### src/rtl/decoder_scan_controller.sv
// Select sequencer and registered 3-to-8 LED decoder stage with dwell prescaler.
// Optional build macro: DECODER_SCAN_BLANK_EN (blank the LEDs for one cycle on each sequenced step).
module decoder_scan_controller #(
  parameter int SEL_W   = 3,
  parameter int DWELL_W = 8
) (
  input  logic                  clk,
  input  logic                  rst_n,
  input  logic                  enable,
  input  logic [1:0]            mode,
  input  logic [DWELL_W-1:0]    dwell,
  input  logic                  load,
  input  logic [SEL_W-1:0]      load_sel,
  output logic [SEL_W-1:0]      sel,
  output logic [2**SEL_W-1:0]   onehot,
  output logic                  step,
  output logic                  wrap
);

  localparam int OH_W = 2**SEL_W;

  localparam logic [1:0] MODE_HOLD = 2'b00;
  localparam logic [1:0] MODE_UP   = 2'b01;
  localparam logic [1:0] MODE_DOWN = 2'b10;
  localparam logic [1:0] MODE_PP   = 2'b11;

  localparam logic [SEL_W-1:0]   SEL_ZERO   = {SEL_W{1'b0}};
  localparam logic [SEL_W-1:0]   SEL_MAX    = {SEL_W{1'b1}};
  localparam logic [SEL_W-1:0]   SEL_ONE    = {{(SEL_W-1){1'b0}}, 1'b1};
  localparam logic [DWELL_W-1:0] PRESC_ZERO = {DWELL_W{1'b0}};
  localparam logic [DWELL_W-1:0] PRESC_ONE  = {{(DWELL_W-1){1'b0}}, 1'b1};
  localparam logic [OH_W-1:0]    OH_ZERO    = {OH_W{1'b0}};

  typedef enum logic {
    DIR_UP   = 1'b0,
    DIR_DOWN = 1'b1
  } dir_e;

  function automatic logic [OH_W-1:0] decode_sel(input logic [SEL_W-1:0] s);
    decode_sel = {{(OH_W-1){1'b0}}, 1'b1} << s;
  endfunction

  dir_e                dir_r, dir_n;
  logic [SEL_W-1:0]    sel_r, sel_n;
  logic [DWELL_W-1:0]  presc_r, presc_n;
  logic [OH_W-1:0]     onehot_r, onehot_n;
  logic                step_r, step_n;
  logic                wrap_r, wrap_n;

  logic                expired_s;
  logic                advance_s;
  logic                pp_s;
  dir_e                eff_dir_s;
  logic [SEL_W-1:0]    sel_adv_s;

  // State register: direction FSM plus the registered datapath and outputs.
  always_ff @(posedge clk or negedge rst_n) begin
    if (!rst_n) begin
      dir_r    <= DIR_UP;
      sel_r    <= SEL_ZERO;
      presc_r  <= PRESC_ZERO;
      onehot_r <= OH_ZERO;
      step_r   <= 1'b0;
      wrap_r   <= 1'b0;
    end else begin
      dir_r    <= dir_n;
      sel_r    <= sel_n;
      presc_r  <= presc_n;
      onehot_r <= onehot_n;
      step_r   <= step_n;
      wrap_r   <= wrap_n;
    end
  end

  // Shared qualifiers: dwell expiry, endpoint-forced direction and candidate select.
  always_comb begin
    expired_s = (presc_r >= dwell);
    advance_s = enable && !load && expired_s;
    pp_s      = (mode == MODE_PP);
    // Endpoints override the stored direction so ping-pong never walks off the range.
    if (sel_r == SEL_MAX) begin
      eff_dir_s = DIR_DOWN;
    end else if (sel_r == SEL_ZERO) begin
      eff_dir_s = DIR_UP;
    end else begin
      eff_dir_s = dir_r;
    end
    case (mode)
      MODE_HOLD: sel_adv_s = sel_r;
      MODE_UP:   sel_adv_s = sel_r + SEL_ONE;
      MODE_DOWN: sel_adv_s = sel_r - SEL_ONE;
      MODE_PP:   sel_adv_s = (eff_dir_s == DIR_UP) ? (sel_r + SEL_ONE) : (sel_r - SEL_ONE);
      default:   sel_adv_s = sel_r;
    endcase
  end

  // Next-state logic: ping-pong direction and dwell prescaler.
  always_comb begin
    dir_n   = dir_r;
    presc_n = presc_r;
    if (load) begin
      presc_n = PRESC_ZERO;
      if (pp_s && (load_sel == SEL_MAX)) begin
        dir_n = DIR_DOWN;
      end else if (pp_s && (load_sel == SEL_ZERO)) begin
        dir_n = DIR_UP;
      end else begin
        dir_n = dir_r;
      end
    end else if (!enable) begin
      dir_n   = dir_r;
      presc_n = presc_r;
    end else begin
      presc_n = expired_s ? PRESC_ZERO : (presc_r + PRESC_ONE);
      if (pp_s && advance_s && (sel_adv_s == SEL_MAX)) begin
        dir_n = DIR_DOWN;
      end else if (pp_s && advance_s && (sel_adv_s == SEL_ZERO)) begin
        dir_n = DIR_UP;
      end else if (pp_s) begin
        dir_n = eff_dir_s;
      end else begin
        dir_n = dir_r;
      end
    end
  end

  // Output logic: next select, step/wrap pulses and the decoded LED drive.
  always_comb begin
    sel_n    = sel_r;
    step_n   = 1'b0;
    wrap_n   = 1'b0;
    onehot_n = OH_ZERO;
    if (load) begin
      sel_n = load_sel;
    end else if (advance_s) begin
      sel_n  = sel_adv_s;
      step_n = (mode != MODE_HOLD);
      case (mode)
        MODE_HOLD: wrap_n = 1'b0;
        MODE_UP:   wrap_n = (sel_r == SEL_MAX);
        MODE_DOWN: wrap_n = (sel_r == SEL_ZERO);
        MODE_PP:   wrap_n = (sel_adv_s == SEL_MAX) || (sel_adv_s == SEL_ZERO);
        default:   wrap_n = 1'b0;
      endcase
    end else begin
      sel_n = sel_r;
    end

    if (!enable) begin
      onehot_n = OH_ZERO;
    end else begin
`ifdef DECODER_SCAN_BLANK_EN
      // Dark for the step cycle; the new position lights one cycle later.
      onehot_n = step_n ? OH_ZERO : decode_sel(sel_n);
`else
      onehot_n = decode_sel(sel_n);
`endif
    end
  end

  assign sel    = sel_r;
  assign onehot = onehot_r;
  assign step   = step_r;
  assign wrap   = wrap_r;

endmodule

### config.mk
export PLATFORM = sky130hd
export DESIGN_NAME = decoder_scan_controller
export DESIGN_NICKNAME = d
export VERILOG_FILES = /design/src/rtl/decoder_scan_controller.sv
export SDC_FILE = /design/constraint.sdc
export NUM_CORES = 1
export LEC_CHECK = 0
export CAP_MARGIN = 5
export CORE_MARGIN = 3
export CORE_UTILIZATION = 45
export CTS_CLUSTER_DIAMETER = 80
export DETAILED_ROUTE_END_ITERATION = 10
export HOLD_SLACK_MARGIN = 0.15
export PLACE_DENSITY = 0.79
export RECOVER_POWER = 100
export SLEW_MARGIN = 40
export SYNTH_ARGS = -nofsm -noshare
export SYNTH_HDL_FRONTEND = slang
export SYNTH_SLANG_ARGS = --single-unit
### constraint.sdc
create_clock -name clk -period 3 [get_ports clk]
set_input_delay 0.6 -clock clk [delete_from_list [all_inputs] [get_ports clk]]
set_output_delay 0.6 -clock clk [all_outputs]
set_load 0.01 [all_outputs]
==> run_results.csv <==
group,metric,value,unit
pwr,power,0.7345,mW
critical_path,required,3.19,ns
logic_synthesis,synth-simple-area-share,21.27,%
sta,hold_viol,0,
sta,fmax,360.2,MHz
clock_network,cts-htree-levels,1,
logic_synthesis,yosysWarningCount,0,
route,routed_via_density,5.939,
logic_synthesis,syn_area_per_cell,8.997,µm²
worst_hold_path,min_path_cells,2,
critical_path,criticalPathCategory,"input port to flop",
logic_synthesis,synth.area.mux_share,0.6623,%
cells_and_area,nNetsFinal,233,
clock_network,cts_buffers,3,
route,firstDrtPassIters,4,
placed_design,hpwl,2871,µm
route,dr_total_vias,1461,
floorplan,ios,30,
cells_and_area,fin_cells,246,
critical_path,worstReg2RegEnd,"dir_r",
logic_synthesis,synth_top_family_by_area,"compound AO/OA/AOI/OAI gates",
clock_network,cts_sinks,22,
sta,worst_slack,0.2240,ns
route,first_iter_violations,75,
critical_path,cp_max_fo,5,
worst_hold_path,hold_start,"presc_r[7]",
cells_and_area,fill_cells,273,
route,ant_nets,0,
logic_synthesis,synth-xor-area-share,1.159,%
global_route,antenna_found_initial,0,
logic_synthesis,synthArstFlopShare,100.0,%
floorplan,die_x,63.96,µm
sta,worst_pin_slew,1.194,ns
critical_path,critPathArrivalTime,2.97,ns
sta,rsz0062_at_grt,"no",
sta,period_needed,2.776,ns
global_route,gr-total-overflow,0,
sta,finalSetupViolCount,0,
worst_hold_path,whs_endpoint,"presc_r[7]",
critical_path,start_kind,"input port",
logic_synthesis,synth_fa_ha_area_share,10.76,%
logic_synthesis,synth_area,0.001511,mm²
sta,fin_setup_tns,0,ns
placed_design,port_buffers,29,
status,status,"completed",
cells_and_area,area_delta_synth_final,25.50,%
pwr,p_leak,0.8801,nW
placed_design,placed_cell_area,0.001877,mm²
floorplan,die_area,0.004090,mm²
clock_network,cts_tree,"built",
logic_synthesis,synth_edf_count,0,
sta,finalMaxSlewViolations,0,
critical_path,worstRegToRegCells,8,
global_route,grt_pass1_vias,1383,
sta,max_slew_margin,20.38,%
logic_synthesis,yosysUniqueCellTypes,47,
global_route,grt_pass1_wl,6285,µm
clock_network,cts_root_buf,"clkbuf_4",
route,post-route-drc-count,0,
route,wl,3752,µm
sta,clock_skew,0.007566,ns
worst_hold_path,min_path_type,"flop to flop",
floorplan,dieHeight,63.96,µm
placed_design,pre_cts_slack,-0.08738,ns
critical_path,end_kind,"flop",
clock_network,ctsResizeCount,0,
clock_network,cts.clk_slew.worst_paths,0.13,ns
logic_synthesis,ys_seq_elements,22,
critical_path,r2r_start,"sel[0]",
logic_synthesis,synthFlopType,"dfrtp_1",
clock_network,post-cts-setup-buffers,0,
sta,hold_ws,0.5533,ns
placed_design,gp_congestion,0.9193,
pwr,power_density,387.2,mW/mm²
critical_path,r2r_slack,0.37,ns
logic_synthesis,syn_inst,168,
placed_design,placed_cells_incl_taps,242,
cells_and_area,fin_util,60.64,%
route,post_drt_wl_per_cell,15.25,µm
logic_synthesis,synth_nets,198,
logic_synthesis,synth_compound_area_share,24.42,%
global_route,grtUsageTotal,19.02,%
cells_and_area,multi_input_area,852.1,µm²
clock_network,clk-insertion-delay-late,0.32,ns
job,maxCapViolations,0,
sta,fin_crit_sh,92.53,%
pwr,ir_worst_vdd,284.7,µV
cells_and_area,seqCellArea,550.5,µm²
floorplan,initial_utilization,48.32,%
cells_and_area,post_route_cells_drive_above_1_share,7.426,%
logic_synthesis,ys_seq_area_share,36.42,%
cells_and_area,diodes,0,
cells_and_area,stdcell_area,0.001897,mm²
floorplan,design.core.area,0.003128,mm²
clock_network,cts_max_path_buffers,2,
floorplan,num_rows,20,
clock_network,cts_hold_buf,0,
global_route,grt_max_degree,23,
-- synth_stat cells, types with 2 or more instances --
| master | instances | area share (%) |
|---|---|---|
| ha_1 | 13 | 11 |
| a21o_1 | 2 | 0.99 |
| and3_1 | 2 | 0.83 |
| nor3_1 | 7 | 2.3 |
| a221o_1 | 2 | 1.3 |
| nor3_2 | 3 | 2.0 |
| nand3_1 | 4 | 1.3 |
| nand2b_1 | 7 | 2.9 |
| buf_2 | 2 | 0.66 |
| nor2_1 | 10 | 2.5 |
| a21oi_1 | 11 | 3.6 |
| nor2b_1 | 3 | 1.2 |
| o21ai_0 | 16 | 5.3 |
| dfrtp_1 | 22 | 36 |
| a31oi_1 | 2 | 0.83 |
| nand2_1 | 14 | 3.5 |
| inv_1 | 14 | 3.5 |
| nand4_1 | 2 | 0.83 |
| clkbuf_1 | 2 | 0.50 |
| nor4_1 | 2 | 0.83 |
| a311oi_1 | 2 | 1.2 |
-- how the worst max path moves through the flow --
stage | startpoint | endpoint | slack, ns | cells after the start
6_report | dwell[0] | onehot[4] | 0.22 | 8
5_1_grt | dwell[7] | onehot[4] | 0.08 | 9
4_1_cts | dwell[0] | onehot[4] | 0.29 | 8
3_5_place_dp | dwell[0] | onehot[4] | -0.09 | 8
3_3_place_gp | dwell[0] | onehot[7] | 0.04 | 8
2_1_floorplan | dwell[0] | onehot[4] | 0.58 | 8
-- sequential cells by signal (all words and copies together), names as in the netlist --
signal   cells
presc_r      8
onehot       8
step         1
dir_r        1
sel          3
wrap         1
-- layout make-up --
type | instances | share of cell area [%]
Multi-Input combinational cell | 126 | 44.92
Sequential cell | 22 | 29.02
Timing Repair Buffer | 34 | 17.08
Inverter | 16 | 3.298
Tap cell | 44 | 2.902
Clock inverter | 1 | 1.583
Clock buffer | 3 | 1.187
-- power breakdown --
| group | switching [mW] | internal [mW] |
|---|---|---|
| Clock | 0.0951 | 0.135 |
| Sequential | 0.0158 | 0.309 |
| Combinational | 0.0986 | 0.0810 |
-- kinds of logic after synthesis --
logic type / Yosys count
multiplexers: 1
AND/OR/NAND/NOR: 59
adder cells (fa/ha/maj): 13
AO/OA/AOI/OAI: 51
XOR/XNOR: 2
buffers and inverters: 20
flip-flops: 22
-- worst max-delay path, cell delays in order --
cell	delay, ns
clkdlybuf4s50_1	0.41
ha_1	0.28
nand2b_1	0.13
a2111o_1	0.46
a21oi_2	0.28
a211oi_1	0.15
a311oi_1	0.52
nor3_1	0.14
-- cells in the final DEF (no fill, tap or decap), types with 2 or more instances in the layout --
cell type and count:
nand2_1 14, nand4_1 2, ha_1 13, clkdlybuf4s50_1 14
a221o_1 2, a31oi_1 2, dlygate4sd3_1 15, and3_1 2
inv_1 14, clkbuf_4 3, buf_4 4, nand3_1 4
nor2b_1 3, a211o_1 2, nor2_1 10, a21oi_1 11
o21ai_0 16, nor3_1 9, nor4_1 2, dfrtp_1 22
a21o_1 2, nand2b_1 8, a311oi_1 2
-- per-layer routing --
layer / vias up / share of wire [%] / track usage (%)
met5: - / 0 / 0
met4: 0 / 2.2 / 6.199
met3: 19 / 6.6 / 4.745
met2: 69 / 49 / 32.26
met1: 692 / 42 / 23.46
li1: 681 / - / -
Note: power is estimated with default switching activity, not from simulation.
==> RTL edit 1: new RTL, same settings <==
`DWELL_W`: 8 -> 9.
--- a/src/rtl/decoder_scan_controller.sv
+++ b/src/rtl/decoder_scan_controller.sv
@@ -2,7 +2,7 @@
 // Optional build macro: DECODER_SCAN_BLANK_EN (blank the LEDs for one cycle on each sequenced step).
 module decoder_scan_controller #(
   parameter int SEL_W   = 3,
-  parameter int DWELL_W = 8
+  parameter int DWELL_W = 9
 ) (
   input  logic                  clk,
   input  logic                  rst_n,
Interface: changed (resized dwell); port bits go from 30 to 31. The function was not compared with the original's and may differ.
==> RTL edit 1 against the original RTL <==
- synthesized area increased by 5.2%
- clock skew is 0.0015 ns lower
- design area is 2.8% higher
- power is 9.7% lower
- setup slack better by 0.077 ns
- sequential cell count grew 1
- non-clock buffer count rose by 2
- routed wire length shrank 5.6%
- largest cell class unchanged
- largest power group unchanged
==> RTL edit 1: results (changes against the original RTL) <==
grt_pass1_wl_um: 6016  # was 6285 um
n_all_buffers: 36  # was 34
grt_usage_pct: 17.56  # was 19.02%
hold_depth: 1  # was 2
grt_max_degree: 24  # was 23
holdPathEnd: "presc_r[8]$_DFFE_PN0P_"  # was presc_r[7]$_DFFE_PN0P_
top_register: "presc_r"
crit_fanout: 9  # was 5
p_switching_w: 0.0002096  # was 0.0002095 W
relSlewSlack_pct: 19.59  # was 20.38%
drtIter0Drc: 67  # was 75
dp.cells: 257  # was 242
synth_xor_area_share_pct: 0  # was 1.159%
synth_cells: 184  # was 168
wirelength_um: 3541  # was 3752 um
vias: 1467  # was 1461
grt_pass1_vias: 1347  # was 1383
dpl.hpwl_um: 2757  # was 2871 um
pre_cts_ws_ns: 0.06770  # was -0.08738 ns
run_status: "finished, final reports clean"  # unchanged
seq_share_pct: 29.53  # was 29.02%
syn_nets: 216  # was 198
muxShareOfSynthArea_pct: 0.6294  # was 0.6623%
design.seq.count: 23  # was 22
power.leakage_nw: 0.9600  # was 0.8801 nW
critPathSlowestCell: "dlygate4sd3_1"  # was a311oi_1
fillers: 282  # was 273
final_nets: 250  # was 233
r2r_setup_slack_ns: 0.67  # was 0.37 ns
synth_common_cells: "23 x dfrtp_1, 17 x inv_1, 16 x nand2_1, 14 x ha_1, 14 x nor2_1"  # was 22 x dfrtp_1, 16 x o21ai_0, 14 x inv_1, 14 x nand2_1, 13 x ha_1
cts_setup_buffers: 0  # unchanged
ys_seq_area_share_pct: 36.19  # was 36.42%
wl_per_cell_um: 13.57  # was 15.25 um
reg2reg_from: "sel[1]$_DFF_PN0_"  # was sel[0]$_DFF_PN0_
reg2reg_to: "onehot[1]$_DFF_PN0_"  # was dir_r$_DFFE_PN0P_
cts-htree-levels: 1  # unchanged
synth_compound_area_share_pct: 23.05  # was 24.42%
reg2reg_depth: 9  # was 8
vdd_drop_max_mv: 0.2752  # was 0.2847 mV
num-multi-input-gates: 135  # was 126
gp_congestion: 0.9964  # was 0.9193
synth_area_leaders: "dfrtp_1 36%, ha_1 11%, inv_1 4.0%, nand2_1 3.8%, nor2_1 3.3%"  # was dfrtp_1 36%, ha_1 11%, o21ai_0 5.3%, a21oi_1 3.6%, inv_1 3.5%
clkCellAreaFrac_pct: 1.540  # was 2.770%
design_area_mm2: 0.001949  # was 0.001897 mm^2
cts_root_buffer: "clkbuf_4"  # unchanged
multi_input_area_um2: 883.3  # was 852.1 um^2
layout-drive-gt1-share_pct: 5.530  # was 7.426%
ys_types: 50  # was 47
num-nonclk-inverters: 19  # was 16
[RTL edit 1: changes by cell type after synthesis, sizes merged, moves of 4 or more]
cell | before | now
o22ai | 0 | 5
nor2 | 10 | 14
o21ai | 16 | 7
a21o | 2 | 6
nand2b | 8 | 1
[RTL edit 1: layer usage]
layer	up-vias	part of all wire (%)	global-route usage, %
met1	672	47	24.84
li1	732	-	-
met2	60	44	27.31
met4	0	0.37	2.073
met3	3	7.9	5.299
met5	-	0	0
[RTL edit 1: power groups by stage]
stage | clock (W) | sequential (W) | combinational (W)
global route | 0.000169 | 0.000339 | 0.000195
detailed placement | 0 | 0.000343 | 0.000180
finish | 0.000152 | 0.000336 | 0.000175
CTS | 0.000156 | 0.000337 | 0.000182
floorplan | 0 | 0.000341 | 0.000107
global placement | 0 | 0.000343 | 0.000180
[RTL edit 1: worst max path at each step]
stage	startpoint	to	slack (ns)	depth (start not counted)
after floorplan	dwell[7]	presc_r[5]$_DFFE_PN0P_	0.66	10
after global placement	dwell[7]	onehot[3]$_DFF_PN0_	0.07	9
after detailed placement	dwell[7]	onehot[3]$_DFF_PN0_	0.07	9
after CTS	dwell[7]	onehot[3]$_DFF_PN0_	0.42	9
after global routing	dwell[7]	onehot[1]$_DFF_PN0_	0.16	10
final	dwell[7]	onehot[1]$_DFF_PN0_	0.30	10
[RTL edit 1: worst register-to-register path, delay by kind of cell (launching register included)]
kind                     cells  cell delay, ns
adder cells (fa/ha/maj)      2            0.44
buffers and inverters        1            0.10
AND/OR/NAND/NOR              3            0.69
flip-flops                   1            0.46
AO/OA/AOI/OAI                3            0.56
==> RTL edit 2: new RTL, same flow settings <==
Without the edit above. Remove the case item `MODE_UP` of the case on `mode`.
--- a/src/rtl/decoder_scan_controller.sv
+++ b/src/rtl/decoder_scan_controller.sv
@@ -87,7 +87,6 @@
     end
     case (mode)
       MODE_HOLD: sel_adv_s = sel_r;
-      MODE_UP:   sel_adv_s = sel_r + SEL_ONE;
       MODE_DOWN: sel_adv_s = sel_r - SEL_ONE;
       MODE_PP:   sel_adv_s = (eff_dir_s == DIR_UP) ? (sel_r + SEL_ONE) : (sel_r - SEL_ONE);
       default:   sel_adv_s = sel_r;
Formal check against the unedited RTL: not equivalent (Yosys sat finds a counterexample within 4 cycles, from zero or initial values and one cycle with rst_n low).
==> RTL edit 2 against the original RTL <==
- setup slack better by 0.0060 ns
- sequential cell count unchanged
- synthesized area rose by 0.58%
- power down 9.9%
- first-iteration DRC count is 41% lower
- routed wire length is 13% lower
- die area up 0.52%
- design area is 0.13% higher
- global-route usage shrank 1.8 points
- via count is 10% lower
- critical path depth did not move
- critical path type unchanged
- largest cell class unchanged
==> RTL edit 2: results (changes against the original RTL) <==
wl_met1_um: 1404  # was 1581 um
power.leakage_nw: 0.8946  # was 0.8801 nW
run_status: "finished, final reports clean"  # unchanged
dp.cells: 237  # was 242
syn_nets: 192  # was 198
crit_fanout: 10  # was 5
final_nets: 228  # was 233
max_freq_mhz: 361.0  # was 360.2 MHz
synth_common_cells: "22 x dfrtp_1, 15 x nor2_1, 15 x o21ai_0"  # was 22 x dfrtp_1, 16 x o21ai_0, 14 x inv_1, 14 x nand2_1, 13 x ha_1
r2r_setup_slack_ns: 0.49  # was 0.37 ns
grt_usage_pct: 17.17  # was 19.02%
layout-drive-gt1-share_pct: 11.17  # was 7.426%
ys_seq_area_share_pct: 36.21  # was 36.42%
reg2reg_from: "presc_r[0]$_DFFE_PN0P_"  # was sel[0]$_DFF_PN0_
grt_pass1_vias: 1267  # was 1383
holdPathEnd: "presc_r[4]$_DFFE_PN0P_"  # was presc_r[7]$_DFFE_PN0P_
timing.hold.ws_ns: 0.5494  # was 0.5533 ns
routed_via_density: 5.444  # was 5.939
insertion_delay_ns: 0.30  # was 0.32 ns
synth_area_leaders: "dfrtp_1 36%, ha_1 11%, o21ai_0 4.9%, nor2_1 3.7%, o311ai_4 3.5%"  # was dfrtp_1 36%, ha_1 11%, o21ai_0 5.3%, a21oi_1 3.6%, inv_1 3.5%
synth_cells: 162  # was 168
dpl.hpwl_um: 2589  # was 2871 um
hold_depth: 1  # was 2
grt_pass1_wl_um: 5775  # was 6285 um
use_met3_pct: 1.757  # was 4.745%
use_met1_pct: 22.21  # was 23.46%
vias: 1312  # was 1461
use_met2_pct: 30.32  # was 32.26%
ys_types: 45  # was 47
wirelength_um: 3250  # was 3752 um
cpPeakStageDelay_ns: 0.61  # was 0.52 ns
drtIter0Drc: 44  # was 75
relSlewSlack_pct: 24.79  # was 20.38%
critPathSlowestCell: "o31ai_2"  # was a311oi_1
==> RTL edit 2: worst max-delay path by stage <==
stage                                      to  slack [ns]  depth (start not counted)
after floorplan           onehot[6]$_DFF_PN0_        0.65                          8
after global placement    onehot[1]$_DFF_PN0_        0.01                          9
after detailed placement  onehot[6]$_DFF_PN0_       -0.05                          9
after CTS                 onehot[6]$_DFF_PN0_        0.26                          9
after global routing      onehot[0]$_DFF_PN0_        0.09                          8
final                     onehot[2]$_DFF_PN0_        0.23                          8
==> RTL edit 2: cells by family after synthesis <==
group                    Yosys count  synth area share [%]
adder cells (fa/ha/maj)           13                 10.70
AND/OR/NAND/NOR                   62                 22.22
buffers and inverters             19                 5.432
AO/OA/AOI/OAI                     43                 23.62
multiplexers                       1                0.6585
flip-flops                        22                 36.21
XOR/XNOR                           2                 1.152
==> RTL edit 2: through the flow <==
| stage | setup TNS, ns | util (%) | instance area [um^2] | total power, W |
|---|---|---|---|---|
| after floorplan | 0 | - | 1520 | 0.0004406 |
| after global placement | 0 | 60.32 | 1887 | 0.0005101 |
| after detailed placement | -0.1130 | 60.32 | 1887 | 0.0005170 |
| after CTS | 0 | 61.48 | 1923 | 0.0006734 |
| after global routing | 0 | 60.72 | 1899 | 0.0006968 |
| final | 0 | 60.72 | 1899 | 0.0006621 |
==> RTL edit 2: area by class of cell <==
class,instances,area share [%]
Multi-Input combinational cell,121,45.85
Sequential cell,22,28.99
Timing Repair Buffer,35,17.26
Inverter,15,3.096
Tap cell,44,2.899
Clock buffer,4,1.910
==> RTL edit 2: power breakdown <==
group	total, W	switching (W)	internal (W)
Sequential	0.000323	0.0000146	0.000309
Combinational	0.000180	0.0000930	0.0000873
Clock	0.000158	0.0000846	0.0000739
Total	0.000662	0.000192	0.000470
